## config.mk

```make
export PLATFORM = sky130hd
export DESIGN_NAME = decode_stage_flat
export DESIGN_NICKNAME = d
export VERILOG_FILES = /design/src/rtl/decode_pkg.sv /design/src/rtl/decode_if.sv /design/src/rtl/regfile_bypass.sv /design/src/rtl/decode_stage.sv /design/src/flat_wrapper.sv
export SDC_FILE = /design/constraint.sdc
export NUM_CORES = 1
export LEC_CHECK = 0
export ABC_AREA = 0
export CORE_MARGIN = 1
export CORE_UTILIZATION = 45
export DETAILED_ROUTE_END_ITERATION = 8
export PLACE_DENSITY_LB_ADDON = 0.25
export RECOVER_POWER = 100
export SLEW_MARGIN = 20
export SYNTH_ARGS = -nofsm -noshare
export SYNTH_HDL_FRONTEND = slang
export SYNTH_SLANG_ARGS = --single-unit
export TNS_END_PERCENT = 100
```

## constraint.sdc

```tcl
create_clock -name clk -period 2.6 [get_ports clk]
set_input_delay 0.52 -clock clk [delete_from_list [all_inputs] [get_ports clk]]
set_output_delay 0.52 -clock clk [all_outputs]
set_load 0.1 [all_outputs]
```

## src/rtl/decode_pkg.sv

```systemverilog
// decode_pkg: shared opcode constants, decode FSM state type and the
// two-word opcode predicate used by the decode stage.
package decode_pkg;

  localparam int unsigned OPW = 5;

  // Two-word opcodes: the second fetched word becomes the immediate
  localparam logic [OPW-1:0] OP_LDM  = 5'b10100;
  localparam logic [OPW-1:0] OP_IADD = 5'b10101;
  localparam logic [OPW-1:0] OP_LDD  = 5'b10110;
  localparam logic [OPW-1:0] OP_STD  = 5'b10111;

  // Interrupt-entry micro-ops injected by the decode stage
  localparam logic [OPW-1:0] OP_PUSHPCH = 5'b11000;
  localparam logic [OPW-1:0] OP_PUSHPCL = 5'b11001;
  localparam logic [OPW-1:0] OP_PUSHCCR = 5'b11010;

  typedef enum logic [2:0] {
    DECODE = 3'd0,
    IMM    = 3'd1,
    INT1   = 3'd2,
    INT2   = 3'd3,
    INT3   = 3'd4
  } state_t;

  // All two-word opcodes share the 101xx prefix
  function automatic logic is_two_word(input logic [OPW-1:0] op);
    return op[OPW-1 -: 3] == 3'b101;
  endfunction

endpackage

```

## src/rtl/decode_if.sv

```systemverilog
// decode_if: registered ID/EX bundle from the decode stage to execute.
//   out_valid  - bundle holds a live op
//   opcode     - decoded opcode or injected micro-op
//   op1/op2    - register operands, imm - second instruction word
//   rsrc_addr/rdst_addr - register address fields of the op
interface decode_if
  import decode_pkg::*;
#(
  parameter int unsigned WIDTH = 16,
  parameter int unsigned AW    = 3
);
  logic             out_valid;
  logic [OPW-1:0]   opcode;
  logic [WIDTH-1:0] op1;
  logic [WIDTH-1:0] op2;
  logic [WIDTH-1:0] imm;
  logic [AW-1:0]    rsrc_addr;
  logic [AW-1:0]    rdst_addr;

  modport master (output out_valid, opcode, op1, op2, imm, rsrc_addr, rdst_addr);
  modport slave  (input  out_valid, opcode, op1, op2, imm, rsrc_addr, rdst_addr);
endinterface

```

## src/rtl/regfile_bypass.sv

```systemverilog
// regfile_bypass: NREGS x WIDTH register file, synchronous reset to 0,
// synchronous write, two combinational read ports with write-through.
//   clk, rst        - clock, synchronous active-high reset
//   wb_en/addr/data - writeback port
//   ra1/ra2, rd1/rd2 - read addresses and data
module regfile_bypass #(
  parameter int unsigned WIDTH = 16,
  parameter int unsigned NREGS = 8
) (
  input  logic                       clk,
  input  logic                       rst,
  input  logic                       wb_en,
  input  logic [$clog2(NREGS)-1:0]   wb_addr,
  input  logic [WIDTH-1:0]           wb_data,
  input  logic [$clog2(NREGS)-1:0]   ra1,
  input  logic [$clog2(NREGS)-1:0]   ra2,
  output logic [WIDTH-1:0]           rd1,
  output logic [WIDTH-1:0]           rd2
);

  logic [WIDTH-1:0] mem_q [NREGS];
  logic [WIDTH-1:0] mem_d [NREGS];

  // Writeback update
  always_comb begin
    mem_d = mem_q;
    if (wb_en) mem_d[wb_addr] = wb_data;
  end

  always_ff @(posedge clk) begin
    if (rst) mem_q <= '{default: '0};
    else     mem_q <= mem_d;
  end

  // Write-through so a same-cycle writeback is seen by the reader
  assign rd1 = (wb_en && (wb_addr == ra1)) ? wb_data : mem_q[ra1];
  assign rd2 = (wb_en && (wb_addr == ra2)) ? wb_data : mem_q[ra2];

endmodule

```

## src/rtl/decode_stage.sv

```systemverilog
// decode_stage: instruction decode between fetch and execute. Splits
// one/two-word instructions, inserts load-use bubbles, kills on flush and
// injects the three interrupt-entry micro-ops.
//   clk, rst                        - clock, synchronous active-high reset
//   instr_valid, instruction        - fetched word
//   load_use, flush_in, interrupt   - hazard, branch kill, interrupt request
//   wb_en, wb_addr, wb_data         - register writeback
//   stall, ack                      - combinational fetch hold / irq accept
//   idex                            - registered ID/EX bundle
module decode_stage
  import decode_pkg::*;
#(
  parameter int unsigned WIDTH = 16,
  parameter int unsigned NREGS = 8
) (
  input  logic                     clk,
  input  logic                     rst,
  input  logic                     instr_valid,
  input  logic [WIDTH-1:0]         instruction,
  input  logic                     load_use,
  input  logic                     flush_in,
  input  logic                     interrupt,
  input  logic                     wb_en,
  input  logic [$clog2(NREGS)-1:0] wb_addr,
  input  logic [WIDTH-1:0]         wb_data,
  output logic                     stall,
  output logic                     ack,
  decode_if.master                 idex
);

  localparam int unsigned AW = $clog2(NREGS);

  state_t state_q, state_d;

  logic [OPW-1:0]   op_f;
  logic [AW-1:0]    rs_f, rd_f;
  logic [WIDTH-1:0] rd1, rd2;

  // Partially decoded two-word op waiting for its immediate
  logic [OPW-1:0]   lat_op_q, lat_op_d;
  logic [WIDTH-1:0] lat_op1_q, lat_op1_d, lat_op2_q, lat_op2_d;
  logic [AW-1:0]    lat_rs_q, lat_rs_d, lat_rd_q, lat_rd_d;

  // ID/EX bundle registers
  logic             vld_q, vld_d;
  logic [OPW-1:0]   opc_q, opc_d;
  logic [WIDTH-1:0] op1_q, op1_d, op2_q, op2_d, imm_q, imm_d;
  logic [AW-1:0]    rs_q, rs_d, rd_q, rd_d;

  assign op_f = instruction[WIDTH-1 -: OPW];
  assign rs_f = instruction[WIDTH-6 -: AW];
  assign rd_f = instruction[WIDTH-9 -: AW];

  regfile_bypass #(.WIDTH(WIDTH), .NREGS(NREGS)) u_rf (
    .clk     (clk),
    .rst     (rst),
    .wb_en   (wb_en),
    .wb_addr (wb_addr),
    .wb_data (wb_data),
    .ra1     (rs_f),
    .ra2     (rd_f),
    .rd1     (rd1),
    .rd2     (rd2)
  );

  // Next state, latched op, bundle and combinational stall/ack
  always_comb begin
    state_d   = state_q;
    lat_op_d  = lat_op_q;
    lat_op1_d = lat_op1_q;
    lat_op2_d = lat_op2_q;
    lat_rs_d  = lat_rs_q;
    lat_rd_d  = lat_rd_q;
    vld_d     = 1'b0;
    opc_d     = '0;
    op1_d     = '0;
    op2_d     = '0;
    imm_d     = '0;
    rs_d      = '0;
    rd_d      = '0;
    stall     = 1'b0;
    ack       = 1'b0;

    case (state_q)
      DECODE: begin
        if (flush_in) begin
          state_d = DECODE;
        end else if (load_use) begin
          stall = 1'b1;
        end else if (interrupt) begin
          // The current word is left in fetch until entry completes
          ack     = 1'b1;
          stall   = 1'b1;
          state_d = INT1;
        end else if (instr_valid) begin
          if (is_two_word(op_f)) begin
            lat_op_d  = op_f;
            lat_op1_d = rd1;
            lat_op2_d = rd2;
            lat_rs_d  = rs_f;
            lat_rd_d  = rd_f;
            state_d   = IMM;
          end else begin
            vld_d = 1'b1;
            opc_d = op_f;
            op1_d = rd1;
            op2_d = rd2;
            rs_d  = rs_f;
            rd_d  = rd_f;
          end
        end
      end
      IMM: begin
        if (flush_in) begin
          lat_op_d  = '0;
          lat_op1_d = '0;
          lat_op2_d = '0;
          lat_rs_d  = '0;
          lat_rd_d  = '0;
          state_d   = DECODE;
        end else if (load_use) begin
          stall = 1'b1;
        end else if (instr_valid) begin
          vld_d   = 1'b1;
          opc_d   = lat_op_q;
          op1_d   = lat_op1_q;
          op2_d   = lat_op2_q;
          imm_d   = instruction;
          rs_d    = lat_rs_q;
          rd_d    = lat_rd_q;
          state_d = DECODE;
        end
      end
      INT1: begin
        stall   = 1'b1;
        vld_d   = 1'b1;
        opc_d   = OP_PUSHPCH;
        state_d = INT2;
      end
      INT2: begin
        stall   = 1'b1;
        vld_d   = 1'b1;
        opc_d   = OP_PUSHPCL;
        state_d = INT3;
      end
      INT3: begin
        stall   = 1'b1;
        vld_d   = 1'b1;
        opc_d   = OP_PUSHCCR;
        state_d = DECODE;
      end
      default: state_d = DECODE;
    endcase
  end

  always_ff @(posedge clk) begin
    if (rst) begin
      state_q   <= DECODE;
      lat_op_q  <= '0;
      lat_op1_q <= '0;
      lat_op2_q <= '0;
      lat_rs_q  <= '0;
      lat_rd_q  <= '0;
      vld_q     <= 1'b0;
      opc_q     <= '0;
      op1_q     <= '0;
      op2_q     <= '0;
      imm_q     <= '0;
      rs_q      <= '0;
      rd_q      <= '0;
    end else begin
      state_q   <= state_d;
      lat_op_q  <= lat_op_d;
      lat_op1_q <= lat_op1_d;
      lat_op2_q <= lat_op2_d;
      lat_rs_q  <= lat_rs_d;
      lat_rd_q  <= lat_rd_d;
      vld_q     <= vld_d;
      opc_q     <= opc_d;
      op1_q     <= op1_d;
      op2_q     <= op2_d;
      imm_q     <= imm_d;
      rs_q      <= rs_d;
      rd_q      <= rd_d;
    end
  end

  assign idex.out_valid = vld_q;
  assign idex.opcode    = opc_q;
  assign idex.op1       = op1_q;
  assign idex.op2       = op2_q;
  assign idex.imm       = imm_q;
  assign idex.rsrc_addr = rs_q;
  assign idex.rdst_addr = rd_q;

endmodule

```

## src/flat_wrapper.sv

```systemverilog
// flat-port wrapper written by rule: the top's interface ports become plain ports
module decode_stage_flat import decode_pkg::*;
#(
  parameter int unsigned WIDTH = 16,
  parameter int unsigned NREGS = 8
)
  (clk, rst, instr_valid, instruction, load_use, flush_in, interrupt, wb_en, wb_addr, wb_data, stall, ack, idex_out_valid, idex_opcode, idex_op1, idex_op2, idex_imm, idex_rsrc_addr, idex_rdst_addr);
  decode_if #(.WIDTH(WIDTH), .AW(3)) idex_i ();
  input  logic clk;
  input  logic rst;
  input  logic instr_valid;
  input  logic [WIDTH-1:0] instruction;
  input  logic load_use;
  input  logic flush_in;
  input  logic interrupt;
  input  logic wb_en;
  input  logic [$clog2(NREGS)-1:0] wb_addr;
  input  logic [WIDTH-1:0] wb_data;
  output logic stall;
  output logic ack;
  output wire logic [$bits(idex_i.out_valid)-1:0] idex_out_valid;
  output wire logic [$bits(idex_i.opcode)-1:0] idex_opcode;
  output wire logic [$bits(idex_i.op1)-1:0] idex_op1;
  output wire logic [$bits(idex_i.op2)-1:0] idex_op2;
  output wire logic [$bits(idex_i.imm)-1:0] idex_imm;
  output wire logic [$bits(idex_i.rsrc_addr)-1:0] idex_rsrc_addr;
  output wire logic [$bits(idex_i.rdst_addr)-1:0] idex_rdst_addr;
  assign idex_out_valid = idex_i.out_valid;
  assign idex_opcode = idex_i.opcode;
  assign idex_op1 = idex_i.op1;
  assign idex_op2 = idex_i.op2;
  assign idex_imm = idex_i.imm;
  assign idex_rsrc_addr = idex_i.rsrc_addr;
  assign idex_rdst_addr = idex_i.rdst_addr;
  decode_stage #(.WIDTH(WIDTH), .NREGS(NREGS)) u_core (.clk(clk), .rst(rst), .instr_valid(instr_valid), .instruction(instruction), .load_use(load_use), .flush_in(flush_in), .interrupt(interrupt), .wb_en(wb_en), .wb_addr(wb_addr), .wb_data(wb_data), .stall(stall), .ack(ack), .idex(idex_i));
endmodule
```

---- Yosys cells after proc, flatten, opt, wreduce, memory -nomap -nowiden ----
Index checks and enable logic that the tools add are counted.
Widths: inputs -> output; s select.
storage, ports and cells
  output and inout bits ................... 62
  input port bits ......................... 42
  register bits after elaboration ......... 234
cells by class
  equal/unequal tests ..................... 18
  bitwise gates (word level) .............. 5
  reduce and logical (&&, ||, !) cells .... 9
  order comparisons ....................... 4
  mux-type cells .......................... 116
operators by type and width
  cell                count
  $mux 16             34
  $bwmux 128          1
  $pmux 16 s2         4
  $mux 3              35
  $bmux 16 s3         2
  $mux 5              14
  $demux 16 s3        1
  $pmux 5 s5          1
  $pmux 3 s2          4
  $mux 1              16
  $ge 4x4->1 const B  3
  $not 3->4           3
  $pmux 3 s4          1
  $ne 2x2->1 const B  5
  $pmux 5 s2          1
  $ne 3x3->1 const B  3
  $reduce_and 7->1    1
  $eq 3x2->1 const B  2
  $eq 3x3->1          2
  $eq 3x3->1 const B  2
  $pmux 1 s3          2
  $reduce_and 5->1    1
  $reduce_or 5->1     1
  $lt 4x1->1 const B  1
  9 further kinds     12

---- Longest topological paths before layout ----
  depth after elaboration ................. 11
  depth in mapped cells ................... 8

---- Cells and area by module ----
From an unflattened synthesis, not the netlist that was laid out.
unflattened totals
  cells, all modules ...................... 1026
  area, all modules ....................... 10814.1 µm²
modules (own cells, without submodules)
  module          cells an instance  instances  area each (µm²)
  regfile_bypass  747                1          7420.9
  decode_stage    279                1          3393.3

---- Least setup slack after synthesis ----
No wires, ideal clock.
  kind .................................... input port to output port
  from .................................... input port flush_in
  to ...................................... output port ack
  required time ........................... 2.080 ns
  data arrival time ....................... 3.063 ns
  buffers on the path ..................... 1
  setup slack ............................. -0.983 ns
  stages .................................. 4
  cells stage by stage .................... clkbuf_1 -> nor3_1 -> nand2_1 -> nor3_1
on the way
  longest elaborated chain between the ends .. 2
ends and longest elaborated chain
  element          RTL line            RTL
  start, declared  flat_wrapper.sv:14  input logic flush_in;
  $mux 1           decode_stage.sv:86  if (flush_in) begin
  $mux 1           decode_stage.sv:84  case (state_q)
  end, declared    flat_wrapper.sv:20  output logic ack;
No other way between the ends.

---- Final worst setup path ----
  from .................................... input port wb_addr[2]
  to ...................................... register u_core.u_rf.mem_q[100] in the netlist's numbering
on the way
  longest elaborated chain between the ends .. 6
ends and longest elaborated chain
  element                                                                RTL line              RTL
  start, declared                                                        flat_wrapper.sv:17    input logic [$clog2(NREGS)-1:0] wb_addr;
  $not 3->4 (implied by the code) (*)                                    regfile_bypass.sv:27  if (wb_en) mem_d[wb_addr] = wb_data;
  $ge 4x4->1 (implied by the code) / $lt 4x1->1 (equally long branches)  regfile_bypass.sv:27
  $logic_and 1x1->1 (implied by the code)                                regfile_bypass.sv:27
  $mux 16 (implied by the code)                                          regfile_bypass.sv:27
  $demux 16 s3 (*)                                                       regfile_bypass.sv:27
  $bwmux 128 (*)                                                         regfile_bypass.sv:27
  end signal, assigned                                                   regfile_bypass.sv:32  else mem_q <= mem_d;
  end, declared                                                          regfile_bypass.sv:21  logic [WIDTH-1:0] mem_q [NREGS];
Mark *: on every way between the ends. The rest lies on a longest branch, timed or not.
A chain may end at the register's enable or synchronous reset.

==> metrics <==
cell area after layout 12800 sq um; final worst path period share 92.7%; mapped cell area 10600 sq um; RSZ-0062 raised after global routing no; CTS Buffer Depth 3; Pleak 4.65 nW; max_slew headroom 18.6%; most frequent cells in the layout nand2_1, dfxtp_1, a21oi_1; via count 9834; critical path endpoint category flip-flop; GPL Wtd Cong 0.891; fraction of registers with async set/reset 0%; grt peak-use layer met2; Max Fclk 0.415 GHz; crit-path cells dlygate4sd3_1 -> buf_4 -> nand2b_1 -> nor2_1 -> clkbuf_1 -> nand2_1 -> a21oi_1; fin cells 1724; Worst Setup Slack, final 189 ps; Post-synth top flop dfxtp_1; CTS sink count 234; ratio of cells with drive above 1 in the final layout 9.64%; hold buffer count at cts 0; YS warnings 0; status complete, no violations; total gr overflow 0; worst vdd ir 0.386 mV; largest net degree at the start of global routing 141; gr usage total 27.8%; EDFF count, synth 0; Die ar. 24100 sq um; Crit path largest cell delay 810 ps; CP Launch Type input port; I/O pin cnt 104; Core Area 22800 sq um; Area growth, synth to finish 21.1%; Min-Delay Path Class input port to flip-flop; Buffers on Ports 103; Yosys cell types 44; Required @ worst endpoint 3030 ps; post-synthesis sequential area ratio 44.3%; Seq cells post-synth 234; Worst-Margin Slew 1230 ps; Synth Net Count 1336; placed instance count 1680; met2 capacity usage during global routing 44.9%; CTS clk-pin slew, worst paths 60 ps; Die Height 155 um; vias in the first global route 9081; TritonCTS clock tree yes; Setup violations, final 0; overall power 0.00803 W; Initial Utilization 46.3%; minimum clock period 2410 ps; Antenna Nets Post-Route 0; placed cell areas 12300 sq um; DP Worst Slack -31.8 ps; per-cell routed wire length 19.8 um; max-cap violation count 0; setup bufs post-CTS 0; final clock skew 11.7 ps; cts bufs inserted 25; global-route wire length before repair 51.8 mm; Mean Syn Cell Area 8.17 sq um; # diodes 0; Clock Latency Late Sink 520 ps; initial antenna violation count 0; # DRC 0; clock root buffer clkbuf_16; die span in x 155 um; WS Path Type input port to flip-flop; Detailed Route WL 34.1 mm; PwrDens 627 nW/um^2; DR pass1 iterations 5; vias per std cell 5.70; Final Hold Violating Endpoints 0; Worst Path Arrival 2840 ps; most common cell after layout, fill and taps aside nand2_1; dpl hpwl 22.4 mm; met3 Usage GRT 6.24%; fin nets 1436; met1 usage 37.6%; # resized after CTS 0; CP max-delay cell clkbuf_1; fin. max-slew vios 0; row cnt 55; cell count after synthesis 1294; initial drt markers 996; CP max FO 16; CTS H-Tree Depth 1
cell families (layout without fill, tap and decap cells):
| kind of cell | Yosys count | count (layout) | share of synthesized area (%) |
|---|---|---|---|
| buffers and inverters | 117 | 234 | 4.98 |
| AND/OR/NAND/NOR | 518 | 518 | 21.5 |
| AO/OA/AOI/OAI | 292 | 292 | 16.5 |
| multiplexers | 127 | 127 | 12.3 |
| XOR/XNOR | 6 | 6 | 0.497 |
| flip-flops | 234 | 234 | 44.3 |
critical path: cells and delay by family:
kind                   cells  cell delay (ps)
buffers and inverters      3             1620
and+or+nand+nor            3              520
AOI/OAI and AO/OA          1              180
stage by stage:
stage,hold slack [ps],TNS [ps],utilization (%)
after global routing,287,0,56.0
after global placement,438,-25.0,53.8
after detailed placement,443,-31.8,53.8
after floorplan,430,-131,-
final,272,0,56.0
after CTS,264,0,57.4
sequential cells by signal, summed over array words and instances, names as in the netlist:
signal	flops
u_core.idex.op1	16
u_core.u_rf.mem_q	128
u_core.lat_op2_q	16
u_core.lat_rd_q	3
u_core.idex.opcode	5
u_core.idex.rsrc_addr	3
u_core.idex.out_valid	1
u_core.idex.op2	16
u_core.idex.rdst_addr	3
u_core.lat_op1_q	16
u_core.idex.imm	16
u_core.state_q	3
u_core.lat_rs_q	3
u_core.lat_op_q	5
Yosys cell counts, types with 2 or more instances:
master | count | area [sq um]
nand2_1 | 302 | 1130
dfxtp_1 | 234 | 4680
a21oi_1 | 169 | 846
mux2i_1 | 125 | 1250
nor2_1 | 87 | 327
clkbuf_1 | 79 | 297
o22ai_1 | 63 | 394
nor3_1 | 33 | 165
or3_1 | 33 | 206
a22o_1 | 27 | 236
buf_2 | 25 | 125
and2_1 | 18 | 113
a22oi_1 | 16 | 120
nand2b_1 | 14 | 87.6
nand3_1 | 8 | 40.0
nor2b_1 | 6 | 37.5
xnor2_1 | 6 | 52.6
buf_4 | 5 | 37.5
buf_6 | 5 | 56.3
a32o_1 | 4 | 40.0
nand4_1 | 3 | 18.8
o211ai_1 | 3 | 22.5
a222oi_1 | 2 | 20.0
and4_1 | 2 | 17.5
inv_1 | 2 | 7.51
mux4_2 | 2 | 45.0
o21ai_0 | 2 | 10.0
or2_1 | 2 | 12.5
or2_2 | 2 | 12.5
layer usage:
metal | part of all wire [%] | wire (um)
met1 | 42 | 14400
met2 | 45 | 15200
met3 | 10 | 3540
met4 | 2.6 | 894
met5 | 0 | 0
layout make-up:
| class | count | area, sq um |
|---|---|---|
| clock buffers | 36 | 737 |
| well taps | 313 | 392 |
| fillers | 2188 | 10000 |
| inverters | 3 | 11.3 |
| clock inverters | 8 | 76.3 |
| flip-flops and latches | 234 | 4680 |
| repair buffers | 187 | 1540 |
| multi-input cells | 943 | 5360 |
worst paths after layout:
kind / from / endpoint / slack, ps / depth (start not counted)
worst min-delay path: rst / u_core.state_q[0] / 270 / 2
worst max register to register: u_core.state_q[0] / u_core.idex.opcode[3] / 260 / 6
worst max-delay path: wb_addr[2] / u_core.u_rf.mem_q[100] / 190 / 7
worst min register to register: u_core.lat_op2_q[14] / u_core.lat_op2_q[14] / 450 / 2
report_power, final:
part	switching, W	internal (W)	leakage, nW	total, W
clock	0.00144	0.00206	0.394	0.00350
sequential	0.0000365	0.00364	1.89	0.00367
combinational	0.000537	0.000318	2.36	0.000855
total	0.00202	0.00602	4.65	0.00803
Note: power is estimated with default switching activity, not from simulation.
